`config.mk`:
```
export PLATFORM = sky130hd
export DESIGN_NAME = weight_scratchpad_loader_flat
export DESIGN_NICKNAME = d
export VERILOG_FILES = /design/src/rtl/weight_scratchpad_loader_if.sv /design/src/rtl/weight_scratchpad_loader.sv /design/src/flat_wrapper.sv
export SDC_FILE = /design/constraint.sdc
export NUM_CORES = 1
export LEC_CHECK = 0
export CAP_MARGIN = 15
export CORE_MARGIN = 2
export CORE_UTILIZATION = 49
export CTS_BUF_LIST = sky130_fd_sc_hd__clkbuf_16
export DETAILED_ROUTE_END_ITERATION = 8
export GPL_TIMING_DRIVEN = 0
export PLACE_DENSITY = 0.81
export REMOVE_ABC_BUFFERS = 1
export SKIP_CTS_REPAIR_TIMING = 1
export SLEW_MARGIN = 10
export SYNTH_ARGS = -nofsm -noshare
export SYNTH_HDL_FRONTEND = slang
export SYNTH_SLANG_ARGS = --single-unit
```
`constraint.sdc`:
```
create_clock -name clk -period 2.4 [get_ports clk]
set_clock_uncertainty 0.05 [all_clocks]
set_input_delay 0.48 -clock clk [delete_from_list [all_inputs] [get_ports clk]]
set_output_delay 0.48 -clock clk [all_outputs]
set_load 0.02 [all_outputs]
```
`src/rtl/weight_scratchpad_loader_if.sv`:
```
// Weight scratchpad loader bus: word stream in, column vector out.
// The slave side is the loader. The master side is the producer/consumer.
interface weight_scratchpad_loader_if #(
  parameter int WEIGHT_WIDTH = 5,
  parameter int WEIGHT_ROWS  = 96,
  parameter int WEIGHT_COLS  = 3
);
  localparam int COL_W = (WEIGHT_COLS > 1) ? $clog2(WEIGHT_COLS) : 1;

  logic                                     clear_in;
  logic                                     w_valid_in;
  logic [WEIGHT_WIDTH-1:0]                  w_data_in;
  logic                                     w_ready_out;
  logic [0:WEIGHT_ROWS-1][WEIGHT_WIDTH-1:0] scratchpad_out;
  logic                                     vec_valid_out;
  logic                                     vec_ack_in;
  logic [COL_W-1:0]                         col_idx_out;
  logic                                     done_out;

  modport slave (
    input  clear_in,
    input  w_valid_in,
    input  w_data_in,
    output w_ready_out,
    output scratchpad_out,
    output vec_valid_out,
    input  vec_ack_in,
    output col_idx_out,
    output done_out
  );

  modport master (
    output clear_in,
    output w_valid_in,
    output w_data_in,
    input  w_ready_out,
    input  scratchpad_out,
    input  vec_valid_out,
    output vec_ack_in,
    input  col_idx_out,
    input  done_out
  );
endinterface

```
`src/rtl/weight_scratchpad_loader.sv`:
```
// Weight scratchpad loader.
// It collects WEIGHT_ROWS words from a valid/ready stream into one column.
// It then presents the column under a valid/ack handshake and steps through WEIGHT_COLS columns.
// Optional macro LOADER_PINGPONG_EN adds a second column bank, so the next column
// can fill while the current column waits for its ack.
module weight_scratchpad_loader #(
  parameter int WEIGHT_WIDTH = 5,
  parameter int WEIGHT_ROWS  = 96,
  parameter int WEIGHT_COLS  = 3
) (
  input logic                     clk,
  input logic                     rst_n,
  weight_scratchpad_loader_if.slave bus
);

  localparam int ROW_W = (WEIGHT_ROWS > 1) ? $clog2(WEIGHT_ROWS) : 1;
  localparam int COL_W = (WEIGHT_COLS > 1) ? $clog2(WEIGHT_COLS) : 1;
  localparam logic [ROW_W-1:0] ROW_LAST = ROW_W'(WEIGHT_ROWS - 1);
  localparam logic [COL_W-1:0] COL_LAST = COL_W'(WEIGHT_COLS - 1);

  typedef logic [0:WEIGHT_ROWS-1][WEIGHT_WIDTH-1:0] column_t;
  typedef enum logic {FILL = 1'b0, PRESENT = 1'b1} state_t;

  state_t           state;
  logic [ROW_W-1:0] row_cnt;
  logic [COL_W-1:0] col_idx;
  logic             vec_valid;
  logic             done;
  logic             xfer;
  logic             last_xfer;

  function automatic logic [COL_W-1:0] next_col(input logic [COL_W-1:0] c);
    return (c == COL_LAST) ? '0 : c + 1'b1;
  endfunction

  assign bus.vec_valid_out = vec_valid;
  assign bus.col_idx_out   = col_idx;
  assign bus.done_out      = done;
  assign last_xfer         = xfer && (row_cnt == ROW_LAST);

`ifdef LOADER_PINGPONG_EN

  // The presented bank is bank[pres_sel]. The fill bank is the other one.
  // fill_full marks a fill bank that has a complete column waiting to be presented.
  column_t bank [2];
  logic    pres_sel;
  logic    fill_sel;
  logic    fill_full;

  assign fill_sel           = ~pres_sel;
  assign xfer               = bus.w_valid_in && !fill_full;
  assign bus.w_ready_out    = rst_n && !fill_full;
  assign bus.scratchpad_out = bank[pres_sel];

  // Fill/present control with two banks. A completed fill bank is handed over on ack.
  always_ff @(posedge clk or negedge rst_n) begin
    if (!rst_n) begin
      state     <= FILL;
      row_cnt   <= '0;
      col_idx   <= '0;
      vec_valid <= 1'b0;
      done      <= 1'b0;
      pres_sel  <= 1'b0;
      fill_full <= 1'b0;
      bank[0]   <= '0;
      bank[1]   <= '0;
    end else begin
      done <= 1'b0;
      if (bus.clear_in) begin
        state     <= FILL;
        row_cnt   <= '0;
        col_idx   <= '0;
        vec_valid <= 1'b0;
        fill_full <= 1'b0;
      end else begin
        if (xfer) begin
          bank[fill_sel][row_cnt] <= bus.w_data_in;
          row_cnt                 <= last_xfer ? '0 : row_cnt + 1'b1;
        end
        if (state == PRESENT && bus.vec_ack_in) begin
          col_idx <= next_col(col_idx);
          done    <= (col_idx == COL_LAST);
          if (fill_full || last_xfer) begin
            // The next column is already complete, so the output stays valid without a gap.
            pres_sel  <= ~pres_sel;
            fill_full <= 1'b0;
          end else begin
            state     <= FILL;
            vec_valid <= 1'b0;
          end
        end else if (last_xfer) begin
          if (state == FILL) begin
            pres_sel  <= ~pres_sel;
            state     <= PRESENT;
            vec_valid <= 1'b1;
          end else begin
            fill_full <= 1'b1;
          end
        end
      end
    end
  end

`else

  column_t col_buf;

  assign xfer               = bus.w_valid_in && (state == FILL);
  assign bus.w_ready_out    = rst_n && (state == FILL);
  assign bus.scratchpad_out = col_buf;

  // Single-bank FSM: fill one word per transfer, then hold the column until ack.
  always_ff @(posedge clk or negedge rst_n) begin
    if (!rst_n) begin
      state     <= FILL;
      row_cnt   <= '0;
      col_idx   <= '0;
      vec_valid <= 1'b0;
      done      <= 1'b0;
      col_buf   <= '0;
    end else begin
      done <= 1'b0;
      if (bus.clear_in) begin
        // Buffer contents survive a clear. Only the control state restarts.
        state     <= FILL;
        row_cnt   <= '0;
        col_idx   <= '0;
        vec_valid <= 1'b0;
      end else begin
        case (state)
          FILL: begin
            if (xfer) begin
              col_buf[row_cnt] <= bus.w_data_in;
              if (last_xfer) begin
                row_cnt   <= '0;
                state     <= PRESENT;
                vec_valid <= 1'b1;
              end else begin
                row_cnt <= row_cnt + 1'b1;
              end
            end
          end
          PRESENT: begin
            if (bus.vec_ack_in) begin
              state     <= FILL;
              vec_valid <= 1'b0;
              col_idx   <= next_col(col_idx);
              done      <= (col_idx == COL_LAST);
            end
          end
          default: state <= FILL;
        endcase
      end
    end
  end

`endif

endmodule
```
`src/flat_wrapper.sv`:
```
// flat-port wrapper written by rule: the top's interface ports become plain ports
module weight_scratchpad_loader_flat 
#(
  parameter int WEIGHT_WIDTH = 5,
  parameter int WEIGHT_ROWS  = 96,
  parameter int WEIGHT_COLS  = 3
)
  (clk, rst_n, bus_clear_in, bus_w_valid_in, bus_w_data_in, bus_w_ready_out, bus_scratchpad_out, bus_vec_valid_out, bus_vec_ack_in, bus_col_idx_out, bus_done_out);
  weight_scratchpad_loader_if #(.WEIGHT_WIDTH(WEIGHT_WIDTH), .WEIGHT_ROWS(WEIGHT_ROWS), .WEIGHT_COLS(WEIGHT_COLS)) bus_i ();
  input logic clk;
  input logic rst_n;
  input wire logic [$bits(bus_i.clear_in)-1:0] bus_clear_in;
  input wire logic [$bits(bus_i.w_valid_in)-1:0] bus_w_valid_in;
  input wire logic [$bits(bus_i.w_data_in)-1:0] bus_w_data_in;
  output wire logic [$bits(bus_i.w_ready_out)-1:0] bus_w_ready_out;
  output wire logic [$bits(bus_i.scratchpad_out)-1:0] bus_scratchpad_out;
  output wire logic [$bits(bus_i.vec_valid_out)-1:0] bus_vec_valid_out;
  input wire logic [$bits(bus_i.vec_ack_in)-1:0] bus_vec_ack_in;
  output wire logic [$bits(bus_i.col_idx_out)-1:0] bus_col_idx_out;
  output wire logic [$bits(bus_i.done_out)-1:0] bus_done_out;
  assign bus_i.clear_in = bus_clear_in;
  assign bus_i.w_valid_in = bus_w_valid_in;
  assign bus_i.w_data_in = bus_w_data_in;
  assign bus_w_ready_out = bus_i.w_ready_out;
  assign bus_scratchpad_out = bus_i.scratchpad_out;
  assign bus_vec_valid_out = bus_i.vec_valid_out;
  assign bus_i.vec_ack_in = bus_vec_ack_in;
  assign bus_col_idx_out = bus_i.col_idx_out;
  assign bus_done_out = bus_i.done_out;
  weight_scratchpad_loader #(.WEIGHT_WIDTH(WEIGHT_WIDTH), .WEIGHT_ROWS(WEIGHT_ROWS), .WEIGHT_COLS(WEIGHT_COLS)) u_core (.clk(clk), .rst_n(rst_n), .bus(bus_i));
endmodule
```
== After elaboration in Yosys (flattened, before gate mapping) ==
Cells that the tools add are included.
Widths: inputs -> output; s select.

* Bits in latches: 0
* Bits of input ports: 10
* Output and inout bits: 485
* Register bits after elaboration: 492
* Memories kept: 0
* RAM bits: 0
* Word-level logic and storage cells: 149
* ROM bits: 0

* Shifts and indexed selects: 0
* Bitwise logic cells: 3
* $lt $le $gt $ge: 2
* Multiply operators: 0
* $add $sub $neg: 2
* Reduce and logical (&&, ||, !) cells: 11
* Div/mod/pow operators: 0
* Equal/unequal tests: 6
* Muxes and demuxes: 24

{| class="wikitable"
|+ Operator list
! cell !! count
|-
| $bwmux 480 || 1
|-
| $demux 5 s7 || 1
|-
| $mux 7 || 4
|-
| $mux 1 || 11
|-
| $ge 8x8->1 const B || 1
|-
| $lt 8x1->1 const B || 1
|-
| $mux 2 || 4
|-
| $not 7->8 || 1
|-
| $add 7x1->7 const B || 1
|-
| $eq 7x7->1 const B || 1
|-
| $ne 3x2->1 const B || 2
|-
| $reduce_and 3->1 || 2
|-
| $reduce_bool 2->1 || 3
|-
| $mux 5 || 1
|-
| $logic_and 1x1->1 || 4
|-
| $pmux 1 s2 || 2
|-
| $reduce_and 2->1 || 2
|-
| $ne 3x3->1 const B || 1
|-
| $add 2x1->2 const B || 1
|-
| $eq 2x2->1 const B || 1
|-
| $ne 2x2->1 const B || 1
|-
| $not 1->1 || 2
|}

== Depth between registers and ports, before layout ==
Gate-level depths: netlist of the first run.

* Depth in word-level cells: 7
* Gate-level depth with buffers: 6
* Mapped depth without buffers: 4

== Worst setup path after synthesis of the first run ==
Ideal clock, no wire load.

* Path type: input port to flip-flop
* From: in bus_clear_in
* To: reg u_core.col_buf (netlist bit u_core.bus.scratchpad_out[5])
* Stages on the path: 4
* Arrival time: 1925 ps
* Path slack: 300 ps
* Buffers on the path: 1
* Required time: 2225 ps
* Setup time: 125 ps
* Cell sequence: or4b_1 buf_4 nor3_2 mux2_2

* Longest elaborated chain between the ends: 2

{| class="wikitable"
|+ Ends and longest elaborated chain
! what !! line !! RTL
|-
| start, declared || flat_wrapper.sv:12 || <nowiki>input wire logic [$bits(bus_i.clear_in)-1:0] bus_clear_in;</nowiki>
|-
| $not 1->1 (no line) || - ||
|-
| $reduce_and 3->1 (no line) || - ||
|-
| end signal, assigned by index || weight_scratchpad_loader.sv:133 || <nowiki>col_buf[row_cnt] <= bus.w_data_in;</nowiki>
|-
| end, declared || weight_scratchpad_loader.sv:106 || <nowiki>column_t col_buf;</nowiki>
|}

Every way passes these cells.
A chain may end at the register's enable or synchronous reset.

== Final worst setup path of the first run ==
* From: reg u_core.state
* To: reg u_core.col_buf (netlist bit u_core.bus.scratchpad_out[329])

* Longest elaborated chain between the ends: 3

{| class="wikitable"
|+ Ends and longest elaborated chain
! what !! line !! RTL
|-
| start, declared || weight_scratchpad_loader.sv:24 || <nowiki>state_t state;</nowiki>
|-
| start signal, assigned || weight_scratchpad_loader.sv:115 || <nowiki>state <= FILL;</nowiki>
|-
| start signal, assigned || weight_scratchpad_loader.sv:125 || <nowiki>state <= FILL;</nowiki>
|-
| start signal, assigned || weight_scratchpad_loader.sv:136 || <nowiki>state <= PRESENT;</nowiki>
|-
| $not 1->1 (no line) * || - ||
|-
| $logic_and 1x1->1 || weight_scratchpad_loader.sv:108 || <nowiki>assign xfer = bus.w_valid_in && (state == FILL);</nowiki>
|-
| $reduce_and 3->1 (no line) * || - ||
|}

Every way passes the cells marked *; elsewhere a longest branch is shown, timed or not.

==> flow_metrics.py, run 1 <==
metrics = {
    "outcome": {
        "status": "complete, no violations",
    },
    "clock_network": {
        "cts_buffer_depth": 3,
        "htreeDepth": 2,
        "cts_tree": "built",
        "numClockSinks": 492,
        "cts-buffers-inserted": 50,
        "clk_latency_ps": 590,
        "root_buffer": "clkbuf_16",
        "clk_pin_slew_ps": 60,
    },
    "timing": {
        "whs_ps": 22.2,
        "fin_ws_ps": 65.3,
        "fin_setup_tns_ps": 0,
        "hold_viol_final": 0,
        "worst_pin_slew_ps": 728,
        "max-slew-margin-rel": 0.514,
        "min_period_ps": 2330,
        "fin_crit_sh": 0.973,
        "setup_violations": 0,
        "slew_violations": 0,
        "fmax_mhz": 428,
    },
    "layout": {
        "seq_area_um2": 12300,
        "fillerInstances": 2568,
        "layout.cells.non_filler": 2283,
        "areaGrowthSynthToFinish_pct": 39.9,
        "fin_nets": 1735,
        "multi_input_area_um2": 6770,
        "layout-drive-gt1-share": 0.356,
    },
    "yosys": {
        "synth_top_area_cell": "dfrtp_1",
        "yosysSeqAreaShare": 0.637,
        "avgSynthCellArea_um2": 15.9,
        "synthTopCellsByCount": "dfrtp_1 (492), mux2_2 (470), nand3_1 (73)",
        "synth_area_um2": 19300,
        "postSynthCellCount": 1218,
        "synth_top_flop_cell": "dfrtp_1",
        "yosysWarnings": 0,
        "yosysMostFrequentCell": "dfrtp_1",
        "yosysTopAreaCellShare": 0.637,
        "ys_types": 40,
        "synth-async-reset-ratio": 1.00,
        "ys_ff_latch": 492,
        "synth_edf_count": 0,
        "synthTopCellsByArea": "dfrtp_1 (64%), mux2_2 (27%), nand3_1 (1.9%)",
    },
    "setup_path": {
        "crit_required_ps": 2810,
        "crit_fanout": 12,
        "startpoint_type": "register",
        "cp.arrival_ps": 2750,
        "critPathKind": "reg -> reg",
        "end_kind": "register",
    },
    "power": {
        "power_density_nw_per_um2": 619,
        "peakVddDrop_v": 0.000598,
        "p_leak_nw": 13.0,
    },
    "flow_run": {
        "max-cap-violations": 0,
    },
    "global_route": {
        "grt_pass1_wl_um": 83200,
        "antenna_found_initial": 3,
        "grt_overflow": 0,
        "grt_pass1_vias": 13200,
        "grt_usage": 0.266,
        "grt_max_degree": 114,
    },
    "placed_design": {
        "hpwl_um": 36800,
        "dpl_worst_slack_ps": -1200,
        "gp_congestion": 0.781,
        "portBuffers": 494,
        "dp_cells": 2170,
    },
    "floorplan": {
        "ioPinCount": 495,
        "dieArea_um2": 41000,
        "rows": 72,
        "coreArea_um2": 38800,
        "die_y_um": 203,
        "fp.dieW_um": 203,
        "start_util": 0.498,
    },
    "detailed_routing": {
        "antenna_left": 0,
        "route.detailed.drc": 0,
        "dr.pass1.iters": 5,
        "avgRoutedWirePerCell_um": 24.6,
        "drt_wl_total_um": 56300,
        "vias_per_cell": 5.48,
        "drt-initial-drc-count": 571,
        "num_vias": 12500,
    },
    "hold_path": {
        "min_path_type": "in -> async",
    },
}
## through the flow
stage	power, W	util	instance area (µm²)
floorplan	0.00892	-	19000
global placement	0.00958	0.633	24600
detailed placement	0.00966	0.646	25100
CTS	0.0168	0.684	26600
global route	0.0173	0.696	27000
finish	0.0167	0.696	27000
## power breakdown
part           internal, W  switching, W
clock network      0.00396       0.00320
logic             0.000422      0.000671
registers          0.00841     0.0000726
## layout by cell type (no fill, tap or decap), types with 2 or more instances in the layout
cell / instances
clkdlybuf4s50_1: 486
buf_16: 17
nor3b_2: 10
nor4bb_2: 4
nand4b_1: 3
o21ai_0: 2
dlygate4sd3_1: 4
clkbuf_16: 57
nand3_1: 73
buf_2: 3
nor3b_4: 12
clkinv_2: 8
nor2b_4: 2
clkinv_1: 13
nor2b_1: 2
nor2_1: 3
dfrtp_2: 3
mux2_2: 470
dlymetal6s2s_1: 2
or3_1: 2
inv_1: 15
a21oi_1: 8
nand2_1: 9
nand2b_1: 3
buf_12: 5
buf_6: 3
buf_8: 4
buf_4: 10
diode_2: 2
and4b_1: 2
nor4b_4: 5
dfrtp_1: 488
mux2_1: 10
## routing by layer
metal  wire (µm)  vias to the layer above  GRT usage
met3        4490                      113     0.0803
li1            -                     5385          -
met1       22100                     6539      0.335
met5           0                        -          0
met4        2190                        0     0.0936
met2       27500                      471      0.438
## final timing paths
path | from | end | slack (ps) | cells past startpoint
max in group asynchronous | rst_n | u_core.bus.scratchpad_out[392] | 910 | 3
max | u_core.state | u_core.bus.scratchpad_out[329] | 70 | 3
min | rst_n | u_core.bus.scratchpad_out[52] | 20 | 3
min reg2reg | u_core.bus.scratchpad_out[369] | u_core.bus.scratchpad_out[369] | 440 | 1
max reg2reg | u_core.state | u_core.bus.scratchpad_out[329] | 70 | 3
min in group clk | bus_clear_in | u_core.row_cnt[2] | 430 | 2
## area by class of cell
type | instances | area share
inverters | 1 | 0.000139
well taps | 518 | 0.0240
clock inverters | 38 | 0.00616
multi-input cells | 641 | 0.251
flip-flops and latches | 492 | 0.456
diodes | 2 | 0.000185
clock buffers | 53 | 0.0491
repair buffers | 538 | 0.214
## state kept, by name, indices dropped and copies added, names as in the netlist
signal and cells:
u_core.row_cnt 7, u_core.state 1, u_core.bus.col_idx_out 2, u_core.bus.vec_valid_out 1, u_core.bus.done_out 1, u_core.bus.scratchpad_out 480
## cells by family (layout without fill, tap and decap cells)
kind of cell | Yosys count | count (layout) | share of synthesized area
mux | 481 | 481 | 0.280
fa+ha+maj | 1 | 1 | 0.000647
other cells | 0 | 2 | 0
flops | 492 | 492 | 0.637
xor+xnor | 1 | 1 | 0.000453
simple gates | 143 | 143 | 0.0583
compound gates | 15 | 15 | 0.00466
buf+inv | 85 | 630 | 0.0184
## worst max-delay path: stages (launching register included)
cell and delay [ps]:
dfrtp_1 550, or4b_4 800, nor3b_4 410, mux2_2 390
No activity file was read; power rests on OpenSTA's default activity.
==> run 2, diff against run 1 <==
- CORE_UTILIZATION: 49 -> 40
- PLACE_DENSITY: 0.81 -> 0.68
==> flow_metrics.py, run 2 (same netlist as run 1, synthesis figures left out) <==
metrics = {
    "outcome": {
        "status": "complete, no violations",
    },
    "clock_network": {
        "clk_pin_slew_ps": 60,
        "clk_latency_ps": 590,
        "cts_buffer_depth": 3,
        "cts_tree": "built",
        "numClockSinks": 492,
        "htreeDepth": 2,
        "root_buffer": "clkbuf_16",
        "cts-buffers-inserted": 52,
    },
    "floorplan": {
        "coreArea_um2": 47700,
        "rows": 80,
        "fp.dieW_um": 224,
        "die_y_um": 224,
        "start_util": 0.405,
        "ioPinCount": 495,
        "dieArea_um2": 50100,
    },
    "layout": {
        "post-route-util": 0.574,
        "fin_nets": 1752,
        "final_common_cell": "dfrtp_1",
        "final_cell_mix": "dfrtp_1 (488), clkdlybuf4s50_1 (486), mux2_2 (470)",
        "largest_reg_flops": 480,
        "areaGrowthSynthToFinish_pct": 41.8,
        "final_area_um2": 27400,
        "layout-drive-gt1-share": 0.366,
    },
    "flow_run": {
        "max-cap-violations": 0,
    },
    "setup_path": {
        "end_kind": "register",
        "crit_required_ps": 2810,
        "crit_fanout": 12,
        "critical_path.top_delay_family": "simple AND/OR/NAND/NOR gates",
        "rr_startpoint": "u_core.state",
        "critPathKind": "reg -> reg",
        "startpoint_type": "register",
        "path_cells": "or4b_4 > buf_12 > buf_4 > nor3b_4 > mux2_2",
        "critical_path.slowest_cell": "or4b_4",
        "r2r-end": "u_core.bus.scratchpad_out[169]",
        "rr_worst_depth": 5,
        "cp.arrival_ps": 2720,
        "crit_buf_inv": 2,
        "regToRegSetupSlack_ps": 90,
        "max_stage_delay_ps": 610,
    },
    "global_route": {
        "grt_usage": 0.222,
        "grt_pass1_vias": 13100,
        "antenna_found_initial": 1,
        "grt_overflow": 0,
        "grt_max_degree": 114,
        "grt_pass1_wl_um": 84200,
    },
    "detailed_routing": {
        "drt-initial-drc-count": 639,
        "antenna_left": 0,
        "avgRoutedWirePerCell_um": 24.0,
        "vias_per_cell": 5.20,
        "drt_wl_total_um": 57400,
        "route.detailed.drc": 0,
        "dr.pass1.iters": 4,
        "num_vias": 12400,
    },
    "timing": {
        "fin_crit_sh": 0.963,
        "hold_viol_final": 0,
        "min_period_ps": 2310,
        "worst_pin_slew_ps": 893,
        "setup_violations": 0,
        "rsz0062_at_grt": "yes",
        "max-slew-margin-rel": 0.403,
        "fmax_mhz": 433,
        "slew_violations": 0,
    },
    "power": {
        "finalPower_w": 0.0171,
        "peakVddDrop_v": 0.000529,
        "p_leak_nw": 13.1,
        "power_density_nw_per_um2": 624,
    },
    "placed_design": {
        "hpwl_um": 37800,
        "gp_congestion": 0.750,
        "placedInstanceArea_um2": 25300,
        "portBuffers": 494,
    },
    "hold_path": {
        "min_path_type": "in -> async",
    },
}
[run 2: through the flow]
stage	instances	TNS (ps)	worst slack (ps)	hold slack [ps]
floorplan	1134	-337390	-1880	134
global placement	2243	-	-20550	418
detailed placement	2267	-341590	-1230	341
CTS	2357	-97160	-1230	-302
global route	2392	0	4.32	25.1
finish	2393	0	88.7	8.37
[run 2: how the worst max path moves through the flow]
| stage | end | slack [ps] | cells past startpoint | startpoint |
|---|---|---|---|---|
| after floorplan | u_core.bus.scratchpad_out[100] | -1880 | 3 | u_core.state |
| after global placement | u_core.bus.scratchpad_out[337] | -20550 | 1 | rst_n |
| after detailed placement | bus_w_ready_out | -1230 | 6 | rst_n |
| after global routing | u_core.bus.scratchpad_out[320] | 4 | 4 | u_core.row_cnt[4] |
| after CTS | bus_w_ready_out | -1230 | 6 | rst_n |
| final | u_core.bus.scratchpad_out[169] | 90 | 5 | u_core.state |
[run 2: metal layers]
| layer | global-route usage | share of wire | routed length, µm |
|---|---|---|---|
| met3 | 0.0694 | 0.071 | 4060 |
| met4 | 0.0832 | 0.039 | 2230 |
| met5 | 0 | 0 | 0 |
| met1 | 0.280 | 0.41 | 23300 |
| met2 | 0.359 | 0.48 | 27800 |
[run 2: cell type report]
class	instances	area, µm²
Multi-Input combinational cell	641	6790
Antenna cell	1	2.50
Sequential cell	492	12300
Clock buffer	53	1330
Tap cell	615	769
Clock inverter	37	234
Fill cell	3813	20400
Inverter	1	3.75
Timing Repair Buffer	553	5940
[run 2: worst register-to-register path, cell delays in order (launching register included)]
cell     delay (ps)
dfrtp_1         540
or4b_4          610
buf_12          170
buf_4           150
nor3b_4         290
mux2_2          380
[run 2: report_power, final]
| group | switching, W | total [W] | leakage [nW] | internal [W] |
|---|---|---|---|---|
| registers | 0.0000664 | 0.00848 | 6.83 | 0.00841 |
| logic | 0.000704 | 0.00115 | 5.46 | 0.000444 |
| clock network | 0.00326 | 0.00746 | 0.797 | 0.00420 |
